**src/rtl/muldiv_unit.sv**
```systemverilog
// Iterative HI/LO multiply/divide unit: 32-step shift-add multiply and restoring divide,
// plus MTHI/MTLO writes. busy covers the whole operation; done pulses after the HI/LO commit.
module muldiv_unit #(
    parameter int WIDTH = 32,
    parameter int ITER  = 32
) (
    input  logic             clk,
    input  logic             reset,
    input  logic             multdiv,
    input  logic [5:0]       function_code,
    input  logic             hi_wren,
    input  logic             lo_wren,
    input  logic [WIDTH-1:0] op_a,
    input  logic [WIDTH-1:0] op_b,
    output logic [WIDTH-1:0] hi,
    output logic [WIDTH-1:0] lo,
    output logic             busy,
    output logic             done
);

    // state  | meaning
    // IDLE   | waiting for a start or an MTHI/MTLO write
    // RUN    | one multiply or divide step per cycle, count 0..ITER-1
    // FINISH | sign correction and HI/LO commit
    typedef enum logic [1:0] {IDLE, RUN, FINISH} state_t;

    localparam int CW = $clog2(ITER);
    localparam logic [CW-1:0] LAST = CW'(ITER - 1);

    state_t state, state_next;

    logic [CW-1:0]      count;
    logic [2*WIDTH-1:0] acc;
    logic [WIDTH-1:0]   operand;
    logic               is_div;
    logic               neg_q;
    logic               neg_r;
    logic               div_zero;

    logic               start;
    logic               signed_op;
    logic [WIDTH-1:0]   a_mag;
    logic [WIDTH-1:0]   b_mag;

    logic [WIDTH:0]     mul_sum;
    logic [2*WIDTH-1:0] mul_next;
    logic [WIDTH:0]     div_rem;
    logic [WIDTH:0]     div_diff;
    logic [2*WIDTH-1:0] div_next;

    logic [2*WIDTH-1:0] prod_fix;
    logic [WIDTH-1:0]   quot_fix;
    logic [WIDTH-1:0]   rem_fix;

    // Function codes 24..27 share the upper bits; bit 1 selects divide, bit 0 unsigned.
    assign start     = (state == IDLE) && multdiv && (function_code[5:2] == 4'b0110);
    assign signed_op = ~function_code[0];
    assign a_mag     = (signed_op && op_a[WIDTH-1]) ? -op_a : op_a;
    assign b_mag     = (signed_op && op_b[WIDTH-1]) ? -op_b : op_b;

    assign busy = (state != IDLE);

    // Multiply: acc = {partial product, remaining multiplier bits}, shifted right each step.
    assign mul_sum  = {1'b0, acc[2*WIDTH-1:WIDTH]} + (acc[0] ? {1'b0, operand} : '0);
    assign mul_next = {mul_sum, acc[WIDTH-1:1]};

    // Divide: acc = {partial remainder, dividend/quotient bits}, shifted left each step.
    // div_rem stays below twice the divisor, so the MSB of div_diff is a clean borrow.
    assign div_rem  = {acc[2*WIDTH-1:WIDTH], acc[WIDTH-1]};
    assign div_diff = div_rem - {1'b0, operand};
    assign div_next = div_diff[WIDTH] ? {div_rem[WIDTH-1:0], acc[WIDTH-2:0], 1'b0}
                                      : {div_diff[WIDTH-1:0], acc[WIDTH-2:0], 1'b1};

    assign prod_fix = neg_q ? -acc : acc;
    assign quot_fix = neg_q ? -acc[WIDTH-1:0] : acc[WIDTH-1:0];
    assign rem_fix  = neg_r ? -acc[2*WIDTH-1:WIDTH] : acc[2*WIDTH-1:WIDTH];

    always_ff @(posedge clk or posedge reset) begin
        if (reset) begin
            state <= IDLE;
        end else begin
            state <= state_next;
        end
    end

    always_comb begin
        state_next = state;
        case (state)
            IDLE:    if (start) state_next = RUN;
            RUN:     if (count == LAST) state_next = FINISH;
            FINISH:  state_next = IDLE;
            default: state_next = IDLE;
        endcase
    end

    always_ff @(posedge clk or posedge reset) begin
        if (reset) begin
            hi       <= '0;
            lo       <= '0;
            done     <= 1'b0;
            count    <= '0;
            acc      <= '0;
            operand  <= '0;
            is_div   <= 1'b0;
            neg_q    <= 1'b0;
            neg_r    <= 1'b0;
            div_zero <= 1'b0;
        end else begin
            done <= 1'b0;
            case (state)
                IDLE: begin
                    if (start) begin
                        count    <= '0;
                        is_div   <= function_code[1];
                        neg_q    <= signed_op && (op_a[WIDTH-1] ^ op_b[WIDTH-1]);
                        neg_r    <= signed_op && op_a[WIDTH-1];
                        div_zero <= (op_b == '0);
                        operand  <= function_code[1] ? b_mag : a_mag;
                        acc      <= {{WIDTH{1'b0}}, (function_code[1] ? a_mag : b_mag)};
                    end else if (!multdiv) begin
                        if (hi_wren) hi <= op_a;
                        if (lo_wren) lo <= op_a;
                    end
                end
                RUN: begin
                    acc   <= is_div ? div_next : mul_next;
                    count <= count + CW'(1);
                end
                FINISH: begin
                    count <= '0;
                    done  <= 1'b1;
                    if (!is_div) begin
                        hi <= prod_fix[2*WIDTH-1:WIDTH];
                        lo <= prod_fix[WIDTH-1:0];
                    end else if (!div_zero) begin
                        hi <= rem_fix;
                        lo <= quot_fix;
                    end
                end
                default: ;
            endcase
        end
    end

endmodule

```
**config.mk**
```make
export PLATFORM = sky130hd
export DESIGN_NAME = muldiv_unit
export DESIGN_NICKNAME = d
export VERILOG_FILES = /design/src/rtl/muldiv_unit.sv
export SDC_FILE = /design/constraint.sdc
export NUM_CORES = 1
export LEC_CHECK = 0
export ABC_AREA = 1
export CAP_MARGIN = 20
export CELL_PAD_IN_SITES_DETAIL_PLACEMENT = 1
export CELL_PAD_IN_SITES_GLOBAL_PLACEMENT = 1
export CORE_ASPECT_RATIO = 1.25
export CORE_MARGIN = 2
export CORE_UTILIZATION = 42
export CTS_CLUSTER_DIAMETER = 80
export DETAILED_ROUTE_END_ITERATION = 12
export GPL_ROUTABILITY_DRIVEN = 0
export PLACE_DENSITY = 0.88
export REMOVE_ABC_BUFFERS = 1
export SLEW_MARGIN = 20
export SYNTH_ARGS = -nofsm -noshare
export SYNTH_HDL_FRONTEND = slang
export SYNTH_SLANG_ARGS = --single-unit
export TNS_END_PERCENT = 50
```
**constraint.sdc**
```tcl
create_clock -name clk -period 7.01 [get_ports clk]
set_input_delay 1.0515 -clock clk [delete_from_list [all_inputs] [get_ports clk]]
set_output_delay 1.0515 -clock clk [all_outputs]
set_load 0.005 [all_outputs]
```
==> impl_metrics.toml <==
[drt]
wire_per_inst_um = 23.4
via_per_inst = 6.09
remaining_drc_errors = 0
totalWireLength_mm = 86.3
vias = 22500
final_antenna_net_count = 0
drt_iter0_drc = 2388
drtPass1Iterations = 6

[timing]
slew_viol_final = 0
setup_ws_ns = 3.13
hold_viol_final = 0
whs_ns = 0.498
clock.fmax_mhz = 258
clock_skew_ns = 0.0164
min_period_ns = 3.88
worst_slew_pin_slew_ns = 1.11
slew_headroom = 0.257
timing.final.crit_share = 0.553
setup_tns_ns = 0
rsz0062_at_grt = "false"
finalSetupViolations = 0

[global_routing]
gr-total-overflow = 0
grt_first_pass_wirelength_mm = 132
antenna_found_initial = 2
grt_max_degree = 103
grt_pass1_vias = 23100
grt_usage = 0.386

[clock_network]
cts_hold_buf = 0
numCtsBuffers = 17
cts_tree = "built"
cts_root_buf = "clkbuf_16"
ctsResizeCount = 0
clkLatencyLatePin_ns = 0.49
clk_path_buf_depth = 2
numClockSinks = 172
postCtsSetupBuffers = 0
cts_max_level = 4
path_clk_slew_ns = 0.08

[die]
die_h_um = 235
start_util = 0.426
ioPinCount = 141
dieArea_um2 = 44400
fp.dieW_um = 189
core_area_um2 = 42100
std_cell_rows = 84

[critical_path]
critPathLaunchType = "flop"
crit_path_end_kind = "flop"
critPathMaxFanout = 58
crit_type = "flop to flop"
crit_chain = "inv_1, nand2_1, buf_4, inv_1, buf_4, nor2_4, inv_2, nand3_1, o21ai_0"
cp.required_ns = 7.34
crit_arrival_ns = 4.21
crit_slowest_cell = "nor2_4"
max_stage_delay_ns = 0.97

[power]
power_per_cell_area_nw_per_um2 = 400
peakVddDrop_v = 0.000246
p_leak_nw = 10.2

[cells_and_area]
fillers = 5900
final_cells = 3693
nNetsFinal = 3266
final_core_util = 0.482
synthToLayoutAreaGrowth_pct = 13.1
drive_gt1_frac = 0.0473

[yosys]
synth_top_cell_by_area = "dfrtp_1"
synth-seq-cells = 172
syn_inst = 3043
syn_area_um2 = 18000
avgSynthCellArea_um2 = 5.90
yosysUniqueCellTypes = 55
synth_edf_count = 0
async_flop_share = 1.00
synth_area_leaders = "dfrtp_1 24%, nand2_1 19%, inv_1 8.8%"
synth_top_area_frac = 0.240
yosysWarnings = 0
ys.flop_type = "dfrtp_1"
seq_area_frac_synth = 0.240

[min_path]
hold_class = "flop to flop"

[placement]
place_ws_ns = 3.04
place_inst = 3659
numPortBuffers = 140
dp_hpwl_mm = 67.6

[run_status]
outcome = "complete, no violations"

[job]
cap_violations = 0
==> critical path, delay by kind of cell, from the launching register on <==
| kind | cells | cell delay, ns |
|---|---|---|
| and+or+nand+nor | 3 | 1.30 |
| buffers and inverters | 5 | 1.70 |
| AOI/OAI and AO/OA | 1 | 0.11 |
| DFF | 1 | 0.52 |
==> cell type report <==
| cell class | instances | area [µm²] | share of cell area |
|---|---|---|---|
| Tap cell | 559 | 699 | 0.0344 |
| Clock buffer | 19 | 433 | 0.0213 |
| Sequential cell | 172 | 4310 | 0.212 |
| Clock inverter | 13 | 143 | 0.00702 |
| Timing Repair Buffer | 160 | 1560 | 0.0770 |
| Antenna cell | 2 | 5.00 | 0.000246 |
| Multi-Input combinational cell | 2336 | 11500 | 0.568 |
| Inverter | 432 | 1630 | 0.0801 |
==> flip-flops by register name, summed over array words and instances, names as in the netlist <==
signal	flops
count	5
acc	64
neg_r	1
lo	32
state	2
neg_q	1
is_div	1
div_zero	1
operand	32
done	1
hi	32
==> cell usage after synthesis, types with 35 or more instances <==
library cell and instances:
a21oi_1 159, a31oi_1 35, clkbuf_1 50, dfrtp_1 172, ha_1 70, inv_1 422
nand2_1 901, nand3_1 315, nand4_1 35, nor2_1 347, o211ai_1 35, o21ai_0 159
xor2_1 37
==> metal layers <==
| layer | vias to the layer above | wire length [µm] | GRT usage |
|---|---|---|---|
| li1 | 9976 | - | - |
| met1 | 10800 | 31100 | 0.442 |
| met2 | 1238 | 39700 | 0.627 |
| met3 | 433 | 7260 | 0.0671 |
| met4 | 4 | 8160 | 0.319 |
| met5 | - | 89 | 0 |
==> per-stage QoR <==
step,instance area (µm²),total power [mW]
4_1_cts,20300,7.96
3_5_place_dp,19700,6.92
5_1_grt,20300,8.70
3_3_place_gp,19700,6.66
6_report,20300,8.13
2_1_floorplan,17400,4.96
==> cells by family after synthesis <==
| group | after synthesis | share of synthesized area |
|---|---|---|
| xor gates and xnor gates | 50 | 0.0244 |
| and+or+nand+nor | 1723 | 0.406 |
| buffers and inverters | 535 | 0.120 |
| adders and majority gates | 72 | 0.0510 |
| AOI/OAI and AO/OA | 491 | 0.159 |
| DFF | 172 | 0.240 |
==> final timing paths <==
path / from / endpoint / slack [ns] / depth (start not counted)
max in group asynchronous: reset / hi[18] / 4.92 / 3
max: state[1] / acc[6] / 3.13 / 9
min reg2reg: lo[12] / lo[12] / 0.50 / 2
min: lo[12] / lo[12] / 0.50 / 2
max reg2reg: state[1] / acc[6] / 3.13 / 9
min in group asynchronous: reset / lo[13] / 1.02 / 2
==> cell usage in the layout, fill, tap and decap left out, types with 11 or more instances in the layout <==
cell type	netlist	final
o21ai_0	159	159
or2_2	22	22
o21ai_1	17	16
nor2_2	17	17
clkbuf_16	0	17
a22oi_1	17	17
nor3_1	30	30
inv_2	10	11
xnor2_1	13	13
buf_4	3	19
o211ai_1	35	35
xor2_1	37	37
ha_1	70	70
nand2_1	901	901
a31oi_1	35	35
inv_1	422	420
nor2_1	347	345
a21oi_1	159	159
nand2_2	25	25
clkdlybuf4s50_1	0	140
a2bb2oi_1	23	23
nand4_1	35	35
dfrtp_1	172	171
nand3_1	315	315
==> report_power, final <==
part | internal (mW) | switching (mW)
registers | 1.32 | 0.613
clock network | 0.505 | 0.507
logic | 1.70 | 3.48
total | 3.52 | 4.60
Note: power is estimated with default switching activity, not from simulation.
